## config.mk

```make
export PLATFORM = sky130hd
export DESIGN_NAME = tl_reg_arbiter_flat
export DESIGN_NICKNAME = d
export VERILOG_FILES = /design/src/rtl/tl_pkg.sv /design/src/rtl/tl_reg_arbiter_if.sv /design/src/rtl/tl_reg_arbiter_rr_arb_sel.sv /design/src/rtl/tl_reg_arbiter.sv /design/src/flat_wrapper.sv
export SDC_FILE = /design/constraint.sdc
export NUM_CORES = 1
export LEC_CHECK = 0
export ABC_AREA = 0
export CORE_AREA = 2 2 266 268
export DETAILED_ROUTE_END_ITERATION = 12
export DIE_AREA = 0 0 268 270
export SYNTH_ARGS = -nofsm -noshare
export SYNTH_HDL_FRONTEND = slang
export SYNTH_HIERARCHICAL = 1
export SYNTH_SLANG_ARGS = --single-unit
```

## constraint.sdc

```tcl
create_clock -name clk_i -period 3.8 [get_ports clk_i]
set_input_delay 0.76 -clock clk_i [delete_from_list [all_inputs] [get_ports clk_i]]
set_output_delay 0.76 -clock clk_i [all_outputs]
set_load 0.03 [all_outputs]
```

## src/rtl/tl_pkg.sv

```systemverilog
// TileLink-UL channel payload types shared by the register-bridge arbiter slice.
package tl_pkg;

   localparam int unsigned TL_AW   = 32;
   localparam int unsigned TL_DW   = 32;
   localparam int unsigned TL_SRCW = 8;
   localparam int unsigned TL_SZW  = 2;
   localparam int unsigned TL_MW   = TL_DW / 8;

   typedef enum logic [2:0] {
      PutFullData    = 3'd0,
      PutPartialData = 3'd1,
      ArithmeticData = 3'd2,
      LogicalData    = 3'd3,
      Get            = 3'd4,
      Intent         = 3'd5
   } tl_a_op_e;

   typedef enum logic [2:0] {
      AccessAck     = 3'd0,
      AccessAckData = 3'd1,
      HintAck       = 3'd2
   } tl_d_op_e;

   typedef struct packed {
      tl_a_op_e            opcode;
      logic [2:0]          param;
      logic [TL_SZW-1:0]   size;
      logic [TL_SRCW-1:0]  source;
      logic [TL_AW-1:0]    address;
      logic [TL_MW-1:0]    mask;
      logic [TL_DW-1:0]    data;
   } A_chan_bits_t;

   typedef struct packed {
      tl_d_op_e            opcode;
      logic [1:0]          param;
      logic [TL_SZW-1:0]   size;
      logic [TL_SRCW-1:0]  source;
      logic [0:0]          sink;
      logic                denied;
      logic [TL_DW-1:0]    data;
      logic                corrupt;
   } D_chan_bits_t;

   // Width of an index able to address n requesters (never narrower than 1 bit).
   function automatic int unsigned idx_width(input int unsigned n);
      return (n > 1) ? $clog2(n) : 1;
   endfunction

endpackage

```

## src/rtl/tl_reg_arbiter_if.sv

```systemverilog
// Signal bundle between NUM_REQ TileLink requesters, the arbiter and the register bridge.
interface tl_reg_arbiter_if #(
   parameter int unsigned NUM_REQ = 4
) ();
   import tl_pkg::*;

   // Requester side
   logic [NUM_REQ-1:0] req_A_valid_i;
   logic [NUM_REQ-1:0] req_A_ready_o;
   A_chan_bits_t       req_A_bits_i [NUM_REQ];
   logic [NUM_REQ-1:0] req_D_valid_o;
   logic [NUM_REQ-1:0] req_D_ready_i;
   D_chan_bits_t       req_D_bits_o [NUM_REQ];

   // Bridge side
   logic               TL_A_valid_o;
   logic               TL_A_ready_i;
   A_chan_bits_t       TL_A_bits_o;
   logic               TL_D_valid_i;
   logic               TL_D_ready_o;
   D_chan_bits_t       TL_D_bits_i;

   // Arbiter view
   modport slave (
      input  req_A_valid_i, req_A_bits_i, req_D_ready_i,
      input  TL_A_ready_i, TL_D_valid_i, TL_D_bits_i,
      output req_A_ready_o, req_D_valid_o, req_D_bits_o,
      output TL_A_valid_o, TL_A_bits_o, TL_D_ready_o
   );

   // Environment view (requesters plus bridge)
   modport master (
      output req_A_valid_i, req_A_bits_i, req_D_ready_i,
      output TL_A_ready_i, TL_D_valid_i, TL_D_bits_i,
      input  req_A_ready_o, req_D_valid_o, req_D_bits_o,
      input  TL_A_valid_o, TL_A_bits_o, TL_D_ready_o
   );

endinterface

```

## src/rtl/tl_reg_arbiter_rr_arb_sel.sv

```systemverilog
// Combinational round-robin selector: first set request at or above i_ptr, wrapping modulo N.
module rr_arb_sel #(
   parameter int unsigned N     = 4,
   parameter int unsigned IDX_W = (N > 1) ? $clog2(N) : 1
) (
   input  logic [N-1:0]     i_req,
   input  logic [IDX_W-1:0] i_ptr,
   output logic [IDX_W-1:0] o_idx,
   output logic             o_any
);

   int unsigned w_pos;

   // Scan from the pointer upward; the first hit wins and later hits are ignored.
   always_comb begin
      o_idx = '0;
      o_any = 1'b0;
      w_pos = 0;
      for (int unsigned off = 0; off < N; off++) begin
         w_pos = 32'(i_ptr) + off;
         if (w_pos >= N) begin
            w_pos = w_pos - N;
         end
         if (!o_any && i_req[IDX_W'(w_pos)]) begin
            o_any = 1'b1;
            o_idx = IDX_W'(w_pos);
         end
      end
   end

endmodule

```

## src/rtl/tl_reg_arbiter.sv

```systemverilog
// Round-robin arbiter sharing one TileLink-to-register bridge among NUM_REQ requesters,
// one transaction in flight, D response steered back to the granted requester.
module tl_reg_arbiter #(
   parameter int unsigned NUM_REQ = 4,
   parameter int unsigned IDX_W   = (NUM_REQ > 1) ? $clog2(NUM_REQ) : 1
) (
   input  logic            clk_i,
   input  logic            rst_i,
   tl_reg_arbiter_if.slave bus
);
   import tl_pkg::*;

   typedef enum logic [1:0] {
      ST_IDLE,
      ST_HOLD,
      ST_WAIT_D
   } state_e;

   state_e             r_state;
   state_e             w_state_nxt;
   logic [IDX_W-1:0]   r_grant;
   logic [IDX_W-1:0]   w_grant_nxt;
   logic [IDX_W-1:0]   r_rr_ptr;
   logic [IDX_W-1:0]   w_rr_ptr_nxt;
   logic [IDX_W-1:0]   w_ptr_inc;
   logic [IDX_W-1:0]   w_win;
   logic               w_any;

   logic               w_a_valid;
   A_chan_bits_t       w_a_bits;
   logic [NUM_REQ-1:0] w_a_ready;
   logic [NUM_REQ-1:0] w_d_valid;
   logic               w_d_ready;

   rr_arb_sel #(
      .N     (NUM_REQ),
      .IDX_W (IDX_W)
   ) u_sel (
      .i_req (bus.req_A_valid_i),
      .i_ptr (r_rr_ptr),
      .o_idx (w_win),
      .o_any (w_any)
   );

   // Pointer moves to the requester after the one just served; stays 0 when NUM_REQ is 1.
   assign w_ptr_inc = (r_grant == IDX_W'(NUM_REQ - 1)) ? '0 : r_grant + IDX_W'(1);

   // State, grant and round-robin pointer registers.
   always_ff @(posedge clk_i or posedge rst_i) begin
      if (rst_i) begin
         r_state  <= ST_IDLE;
         r_grant  <= '0;
         r_rr_ptr <= '0;
      end else begin
         r_state  <= w_state_nxt;
         r_grant  <= w_grant_nxt;
         r_rr_ptr <= w_rr_ptr_nxt;
      end
   end

   // Next-state and channel steering; HOLD freezes arbitration on the registered grant.
   always_comb begin
      w_state_nxt  = r_state;
      w_grant_nxt  = r_grant;
      w_rr_ptr_nxt = r_rr_ptr;
      w_a_valid    = 1'b0;
      w_a_bits     = '0;
      w_a_ready    = '0;
      w_d_valid    = '0;
      w_d_ready    = 1'b0;
      case (r_state)
         ST_IDLE: begin
            if (w_any) begin
               w_a_valid        = 1'b1;
               w_a_bits         = bus.req_A_bits_i[w_win];
               w_a_ready[w_win] = bus.TL_A_ready_i;
               w_grant_nxt      = w_win;
               w_state_nxt      = bus.TL_A_ready_i ? ST_WAIT_D : ST_HOLD;
            end
         end
         ST_HOLD: begin
            w_a_valid          = bus.req_A_valid_i[r_grant];
            w_a_bits           = bus.req_A_bits_i[r_grant];
            w_a_ready[r_grant] = bus.TL_A_ready_i;
            if (w_a_valid && bus.TL_A_ready_i) begin
               w_state_nxt = ST_WAIT_D;
            end
         end
         ST_WAIT_D: begin
            w_d_valid[r_grant] = bus.TL_D_valid_i;
            w_d_ready          = bus.req_D_ready_i[r_grant];
            if (bus.TL_D_valid_i && w_d_ready) begin
               w_state_nxt  = ST_IDLE;
               w_rr_ptr_nxt = w_ptr_inc;
            end
         end
         default: begin
            w_state_nxt = ST_IDLE;
         end
      endcase
   end

   // All outputs are forced to zero while reset is held, independent of the clock.
   assign bus.TL_A_valid_o  = w_a_valid & ~rst_i;
   assign bus.TL_A_bits_o   = rst_i ? '0 : w_a_bits;
   assign bus.req_A_ready_o = rst_i ? '0 : w_a_ready;
   assign bus.req_D_valid_o = rst_i ? '0 : w_d_valid;
   assign bus.TL_D_ready_o  = w_d_ready & ~rst_i;

   // D payload is broadcast; only the granted requester sees valid.
   always_comb begin
      for (int unsigned i = 0; i < NUM_REQ; i++) begin
         bus.req_D_bits_o[i] = rst_i ? '0 : bus.TL_D_bits_i;
      end
   end

endmodule

```

## src/flat_wrapper.sv

```systemverilog
// flat-port wrapper written by rule: the top's interface ports become plain ports
module tl_reg_arbiter_flat import tl_pkg::*;
#(
   parameter int unsigned NUM_REQ = 4,
   parameter int unsigned IDX_W   = (NUM_REQ > 1) ? $clog2(NUM_REQ) : 1
)
  (clk_i, rst_i, bus_req_A_valid_i, bus_req_A_bits_i, bus_req_D_ready_i, bus_TL_A_ready_i, bus_TL_D_valid_i, bus_TL_D_bits_i, bus_req_A_ready_o, bus_req_D_valid_o, bus_req_D_bits_o, bus_TL_A_valid_o, bus_TL_A_bits_o, bus_TL_D_ready_o);
  tl_reg_arbiter_if #(.NUM_REQ(NUM_REQ)) bus_i ();
  input  logic clk_i;
  input  logic rst_i;
  input wire logic [$bits(bus_i.req_A_valid_i)-1:0] bus_req_A_valid_i;
  input wire logic [$bits(bus_i.req_A_bits_i)-1:0] bus_req_A_bits_i;
  input wire logic [$bits(bus_i.req_D_ready_i)-1:0] bus_req_D_ready_i;
  input wire logic [$bits(bus_i.TL_A_ready_i)-1:0] bus_TL_A_ready_i;
  input wire logic [$bits(bus_i.TL_D_valid_i)-1:0] bus_TL_D_valid_i;
  input wire logic [$bits(bus_i.TL_D_bits_i)-1:0] bus_TL_D_bits_i;
  output wire logic [$bits(bus_i.req_A_ready_o)-1:0] bus_req_A_ready_o;
  output wire logic [$bits(bus_i.req_D_valid_o)-1:0] bus_req_D_valid_o;
  output wire logic [$bits(bus_i.req_D_bits_o)-1:0] bus_req_D_bits_o;
  output wire logic [$bits(bus_i.TL_A_valid_o)-1:0] bus_TL_A_valid_o;
  output wire logic [$bits(bus_i.TL_A_bits_o)-1:0] bus_TL_A_bits_o;
  output wire logic [$bits(bus_i.TL_D_ready_o)-1:0] bus_TL_D_ready_o;
  assign bus_i.req_A_valid_i = bus_req_A_valid_i;
  assign bus_i.req_A_bits_i = {>>{bus_req_A_bits_i}};
  assign bus_i.req_D_ready_i = bus_req_D_ready_i;
  assign bus_i.TL_A_ready_i = bus_TL_A_ready_i;
  assign bus_i.TL_D_valid_i = bus_TL_D_valid_i;
  assign bus_i.TL_D_bits_i = bus_TL_D_bits_i;
  assign bus_req_A_ready_o = bus_i.req_A_ready_o;
  assign bus_req_D_valid_o = bus_i.req_D_valid_o;
  assign bus_req_D_bits_o = {>>{bus_i.req_D_bits_o}};
  assign bus_TL_A_valid_o = bus_i.TL_A_valid_o;
  assign bus_TL_A_bits_o = bus_i.TL_A_bits_o;
  assign bus_TL_D_ready_o = bus_i.TL_D_ready_o;
  tl_reg_arbiter #(.NUM_REQ(NUM_REQ), .IDX_W(IDX_W)) u_core (.clk_i(clk_i), .rst_i(rst_i), .bus(bus_i));
endmodule
```

==> run metrics, run 1 <==
status=completed; Worst Path Required=about 3000 ps; Slew headroom=a little under three fifths; NumNets Final=approximately 1600; Die Wd=approximately 270 µm; drc violations=0; vias in the first global route=between 8000 and 9000; PortBufs=roughly 690; FP Rows=97; Post-DRT Antenna Nets=0; post-detailed-route wirelength per cell=21.2 µm; storage element area=approximately 160 µm²; #FFs+latches synth=6; RePlAce Congestion=~0.8; most common cell in the synthesized netlist=mux4_2; drt first pass iters=4; crit path kind=in2out; top cell type's share of synthesized area=between 50 and 60%; IO Count=slightly below 700; Synth top cells by count=mux4_2 (163), buf_4 (158), a22o_1 (84); DR vias=between 7000 and 8000; Max Fclk=~270 MHz; skew final=5.71 ps; TritonCTS clock tree=built; hpwl dp=between 30 and 40 mm; pin count of the biggest net entering global routing=90; first-pass GRT wire length=between 50 and 60 mm; register-to-register setup slack=between 1000 and 1500 ps; htree depth=1; dpl ws=-719 ps; initial antenna violation count=14; Final setup viols=0; Hold Path Class=reg2reg; worst vdd ir=333 µV; cell at the root of the clock tree=clkbuf_16; setup TNS=0 ps; max-cap violation count=0; Async SR Flop Fraction=between 90% and 100%; DR vias/cell=between 3 and 4; syn_nets=about 990; Die ar.=a little over 70000 µm²; Post-synth EDFFs=0; Final Worst Setup Slack=between 90 and 100 ps; Post-Syn Instances=roughly 580; min Tclk post-route=approximately 3700 ps; Post-Route WL=44.3 mm; Distinct cells, synth=31; LEAKAGE=~5.0 nW; Pins Over Slew Limit=0; RSZ-0062 raised after global routing=no; Final Hold Violating Endpoints=0; gr usage total=between 10 and 15%; area of the multi-input gates=approximately 5300 µm²; Starting Density=under 10%; Die Span Y=270 µm; crit end category=output pin; Num Clock Sinks=6; remaining global-route overflow=0; Synth Warn #=6; 1st-iter DRT viols=301; fillers=approximately 7500; share of post-route cells with drive strength above 1=a little under a third; period utilisation layout=97.5%; Worst Path Max Fanout=7; Worst Max-Slew Pin Slew=660 ps; pwr dens=444 nW/µm²; clk slew on worst S/H paths=approximately 30 ps; Post-Syn Area=between 6000 and 7000 µm²; main flop type after synthesis=dfrtp_1; largest cells by area after synthesis=mux4_2 (53%), buf_4 (17%), a22o_1 (11%); post-synthesis sequential area ratio=approximately 2.2%; cts bufs inserted=3; Hold Buf Count CTS=0; Yosys top cell by area=mux4_2; total core area=approximately 70000 µm²; Max Buffers Root-to-Sink=2; Syn-to-layout area delta=108%; syn avg cell area=approximately 12 µm²; Clock Latency Late Sink=around 230 ps; crit path DAT=between 2000 and 3000 ps; crit start category=input pin
## worst max-delay path, stage by stage
cell	delay, ps
buf_6	100
a221o_1	380
a21oi_4	170
buf_6	130
buf_12	120
buf_16	140
buf_12	140
buf_8	110
mux4_2	490
a22o_1	260
buf_6	150
## cell usage in the layout (no fill, tap or decap), types with 5 or more instances in the layout
cell type        instances
mux4_1                   7
nor2b_1                 50
clkdlybuf4s15_2         31
buf_12                  16
buf_4                   92
buf_6                    9
dlygate4sd2_1            7
mux4_2                 163
nor2_1                   7
a22o_1                  84
inv_1                   10
diode_2                  5
buf_2                   17
clkdlybuf4s50_1        593
## per-layer routing
metal  global-route usage, %  part of all wire, %  vias to the layer above
met4                    3.60                  2.7                       12
met1                    11.6                   35                     3877
met3                    3.04                  9.5                       63
li1                        -                    -                     3409
met5                       0                 0.16                        -
met2                    22.0                   52                      529
## cell families after synthesis
logic type	after synthesis	synth area share [%]
AO/OA/AOI/OAI	102	12.3
buffers and inverters	226	22.5
multiplexers	172	55.8
flip-flops	6	2.16
adder cells (fa/ha/maj)	4	0.720
AND/OR/NAND/NOR	73	6.52
## path summary, 6_finish.rpt
kind	from	endpoint	depth (start not counted)
worst min-delay path	u_core/r_state[1]	u_core/r_state[0]	1
worst min register to register	u_core/r_state[1]	u_core/r_state[0]	1
worst max register to register	u_core/r_grant[0]	u_core/r_rr_ptr[1]	4
min in group asynchronous	rst_i	u_core/r_rr_ptr[1]	3
max in group asynchronous	rst_i	u_core/r_grant[1]	3
worst max-delay path	bus_req_A_valid_i[2]	bus_TL_A_bits_o[52]	11
## power breakdown
| group | internal [mW] | switching [mW] | leakage, nW |
|---|---|---|---|
| logic | 3.12 | 2.96 | 4.87 |
| registers | 0.100 | 0.0659 | 0.0712 |
| clock network | 0.139 | 0.0379 | 0.0382 |
## area by class of cell
| type | count | share of cell area [%] |
|---|---|---|
| Clock buffer | 4 | 0.545 |
| Timing Repair Buffer | 775 | 53.4 |
| Antenna cell | 5 | 0.0865 |
| Sequential cell | 6 | 1.09 |
| Tap cell | 940 | 8.13 |
| Inverter | 12 | 0.312 |
| Multi-Input combinational cell | 351 | 36.4 |
## repair_timing
action	4_1_cts	5_1_grt
endpoints found under the hold margin	0	0
buffers inserted	8	0
resized for setup	211	7
pin swaps	7	4
gates cloned	3	0
setup endpoints to repair	84	18
## metrics by stage
stage	hold slack, ps	util (%)	power (mW)	instances	cell area [µm²]
floorplan	507	-	4.06	583	6950
global placement	526	20.4	6.12	2073	14200
detailed placement	545	20.4	6.18	2073	14200
CTS	557	20.8	6.51	2088	14400
global route	589	20.8	6.79	2092	14500
finish	566	20.8	6.42	2093	14500
## state kept, by name (all words and copies together) (netlist names)
register and cells:
u_core/r_grant 2, u_core/r_rr_ptr 2, u_core/r_state 2
No activity file was read; power rests on OpenSTA's default activity.
==> inputs of run 2 (changes only) <==
CTS_CLUSTER_SIZE = 28   (was unset)
==> results of run 2 <==
No change in the layout: final DEF, timing and power equal those of run 1.
==> inputs of run 3 (changes only) <==
CAP_MARGIN = 20   (was unset)
CORE_AREA = 2 2 272 274   (was 2 2 266 268)
DIE_AREA = 0 0 274 276   (was 0 0 268 270)
clock period = 3.4 ns   (was 3.8 ns; I/O delays follow)
==> run metrics, run 3 (synthesis results as in run 1) <==
period utilisation layout=103%; crit path kind=in2out (unchanged); max-cap violation count=0 (unchanged); PortBufs=691 (unchanged); post-detailed-route wirelength per cell=21.7 µm (was 21.2 µm); total core area=72600 µm² (was 69500 µm²); FP Rows=99 (was 97); Max Buffers Root-to-Sink=2 (unchanged); RR Endpoint=u_core/r_state[1] (was u_core/r_rr_ptr[1]); Hold Buf Count CTS=0 (unchanged); pin count of the biggest net entering global routing=48 (was 90); violated checks=setup timing; clk slew on worst S/H paths=30 ps (about the same); Num Clock Sinks=6 (unchanged); Final setup viols=28 (was 0); fillers=7863 (was 7533); cell at the root of the clock tree=clkbuf_16 (unchanged); most common cell after layout, fill and taps aside=clkdlybuf4s50_1 (unchanged); share of post-route cells with drive strength above 1=34.9% (was 30.5%); Worst Path Max Fanout=7 (unchanged); DR vias/cell=3.75 (was 3.77); CP endpoint=bus_TL_A_bits_o[42] (was bus_TL_A_bits_o[52]); RePlAce Congestion=0.838 (was 0.777); vias in the first global route=8686 (was 8704); hold_sp=u_core/r_state[1] (unchanged); storage element area=158 µm² (unchanged); Post-Route WL=46.7 mm (was 44.3 mm); Final Worst Setup Slack=-85.3 ps (was 94.5 ps); DP Area=14600 µm² (was 14200 µm²); first-pass GRT wire length=61.8 mm (was 59.8 mm); htree depth=1 (unchanged); final core utilization=20.5% (was 20.8%); skew final=3.97 ps (was 5.71 ps); Die ar.=75600 µm² (was 72400 µm²); RSZ-0062 raised after global routing=yes (was no); Die Span Y=276 µm (was 270 µm); R2R cell count=5 (was 4); Starting Density=9.58% (was 9.99%); Final Non-Filler Cells=2154 (was 2093); register-to-register setup slack=1300 ps (was 1480 ps); initial antenna violation count=10 (was 14); worst vdd ir=254 µV (was 333 µV); Placed Cells=2132 (was 2073); Syn-to-layout area delta=114% (was 108%); pwr dens=508 nW/µm² (was 444 nW/µm²); 1st-iter DRT viols=263 (was 301); Max Fclk=287 MHz; crit end category=output pin (unchanged); hpwl dp=39.5 mm (was 37.3 mm); Worst Path Required=2720 ps (was 3040 ps); Post-DRT Antenna Nets=0 (unchanged); status=finished with violations (was completed); Hold Path Class=reg2reg (unchanged); drc violations=0 (unchanged); Design Area, Final=14900 µm² (was 14500 µm²); area of the multi-input gates=5290 µm² (was 5270 µm²); cts bufs inserted=3 (unchanged); TritonCTS clock tree=built (unchanged); Die Wd=274 µm (was 268 µm); gr usage total=11.2% (was 11.4%); Slew headroom=46.1% (was 56.0%); min Tclk post-route=3490 ps; total chip power=7.57 mW (was 6.42 mW); IO Count=692 (unchanged); CP startpoint=bus_req_A_valid_i[2] (unchanged); Fin Hold WS=554 ps (was 566 ps); LEAKAGE=5.26 nW (was 4.98 nW); Pins Over Slew Limit=0 (unchanged); Clock Latency Late Sink=230 ps (about the same); biggest registers after layout=u_core/r_grant: 2 flops, u_core/r_rr_ptr: 2 flops, u_core/r_state: 2 flops (unchanged); Final Hold Violating Endpoints=0 (unchanged); remaining global-route overflow=0 (unchanged); dpl ws=-981 ps (was -719 ps); crit start category=input pin (unchanged); crit path DAT=2810 ps (was 2950 ps); NumNets Final=1590 (was 1551); Worst Max-Slew Pin Slew=798 ps (was 660 ps); RR Startpoint=u_core/r_grant[0] (unchanged); DR vias=8087 (was 7890); setup TNS=-1030 ps (was 0 ps); most frequent cells in the layout=clkdlybuf4s50_1 (578), mux4_2 (163), buf_4 (133) (was clkdlybuf4s50_1 (593), mux4_2 (163), buf_4 (92)); drt first pass iters=5 (was 4)
run 3: cell types whose count changed in the layout (fill, tap and decap cells not counted), moves of 2 or more:
| cell | delta |
|---|---|
| a22o_4 | +2 |
| buf_2 | +4 |
| clkbuf_16 | +2 |
| buf_8 | +2 |
| clkdlybuf4s15_2 | -4 |
| clkdlybuf4s15_1 | -3 |
| buf_12 | +10 |
| clkdlybuf4s50_1 | -15 |
| diode_2 | +3 |
| dlygate4sd2_1 | -6 |
| buf_4 | +41 |
| buf_16 | -3 |
| buf_6 | +11 |
| a22o_1 | -2 |
run 3: cell type report:
cell class	count	share of cell area [%]
repair buffers	814	54.5
multi-input cells	351	35.5
well taps	959	8.05
flip-flops and latches	6	1.06
clock buffers	4	0.529
inverters	12	0.302
diodes	8	0.134
run 3: metal layers:
layer / vias up / share of wire (%) / global-route usage, %
li1: 3495 / - / -
met1: 4009 / 36 / 11.9
met2: 533 / 53 / 22.0
met3: 48 / 8.8 / 2.11
met4: 2 / 2.6 / 2.80
met5: - / 0.028 / 0
run 3: worst min-delay path by stage:
stage / to / slack (ps) / depth (start not counted)
finish: u_core/r_state[0] / 550 / 1
global route: u_core/r_state[0] / 600 / 1
CTS: u_core/r_state[0] / 560 / 1
detailed placement: u_core/r_state[0] / 550 / 1
global placement: u_core/r_state[0] / 530 / 1
floorplan: u_core/r_state[0] / 510 / 1
run 3: critical path: stages:
cell	delay, ps
buf_6	100
a221o_1	380
a21oi_4	200
buf_4	140
buf_12	140
buf_12	150
buf_12	120
mux4_2	490
a22o_1	260
buf_6	140
run 3: report_power, final:
group,switching [mW],internal [mW],leakage [nW]
sequential,0.104,0.112,0.0712
combinational,3.41,3.75,5.15
clock,0.0439,0.156,0.0382
total,3.56,4.01,5.26
run 3: repair_timing:
action                     CTS  global route
setup buffers                6             3
gates resized for setup    244            41
setup endpoints to repair   88            71
gates cloned                 1             2
pin swaps                   11             6
hold endpoints to repair     0             0
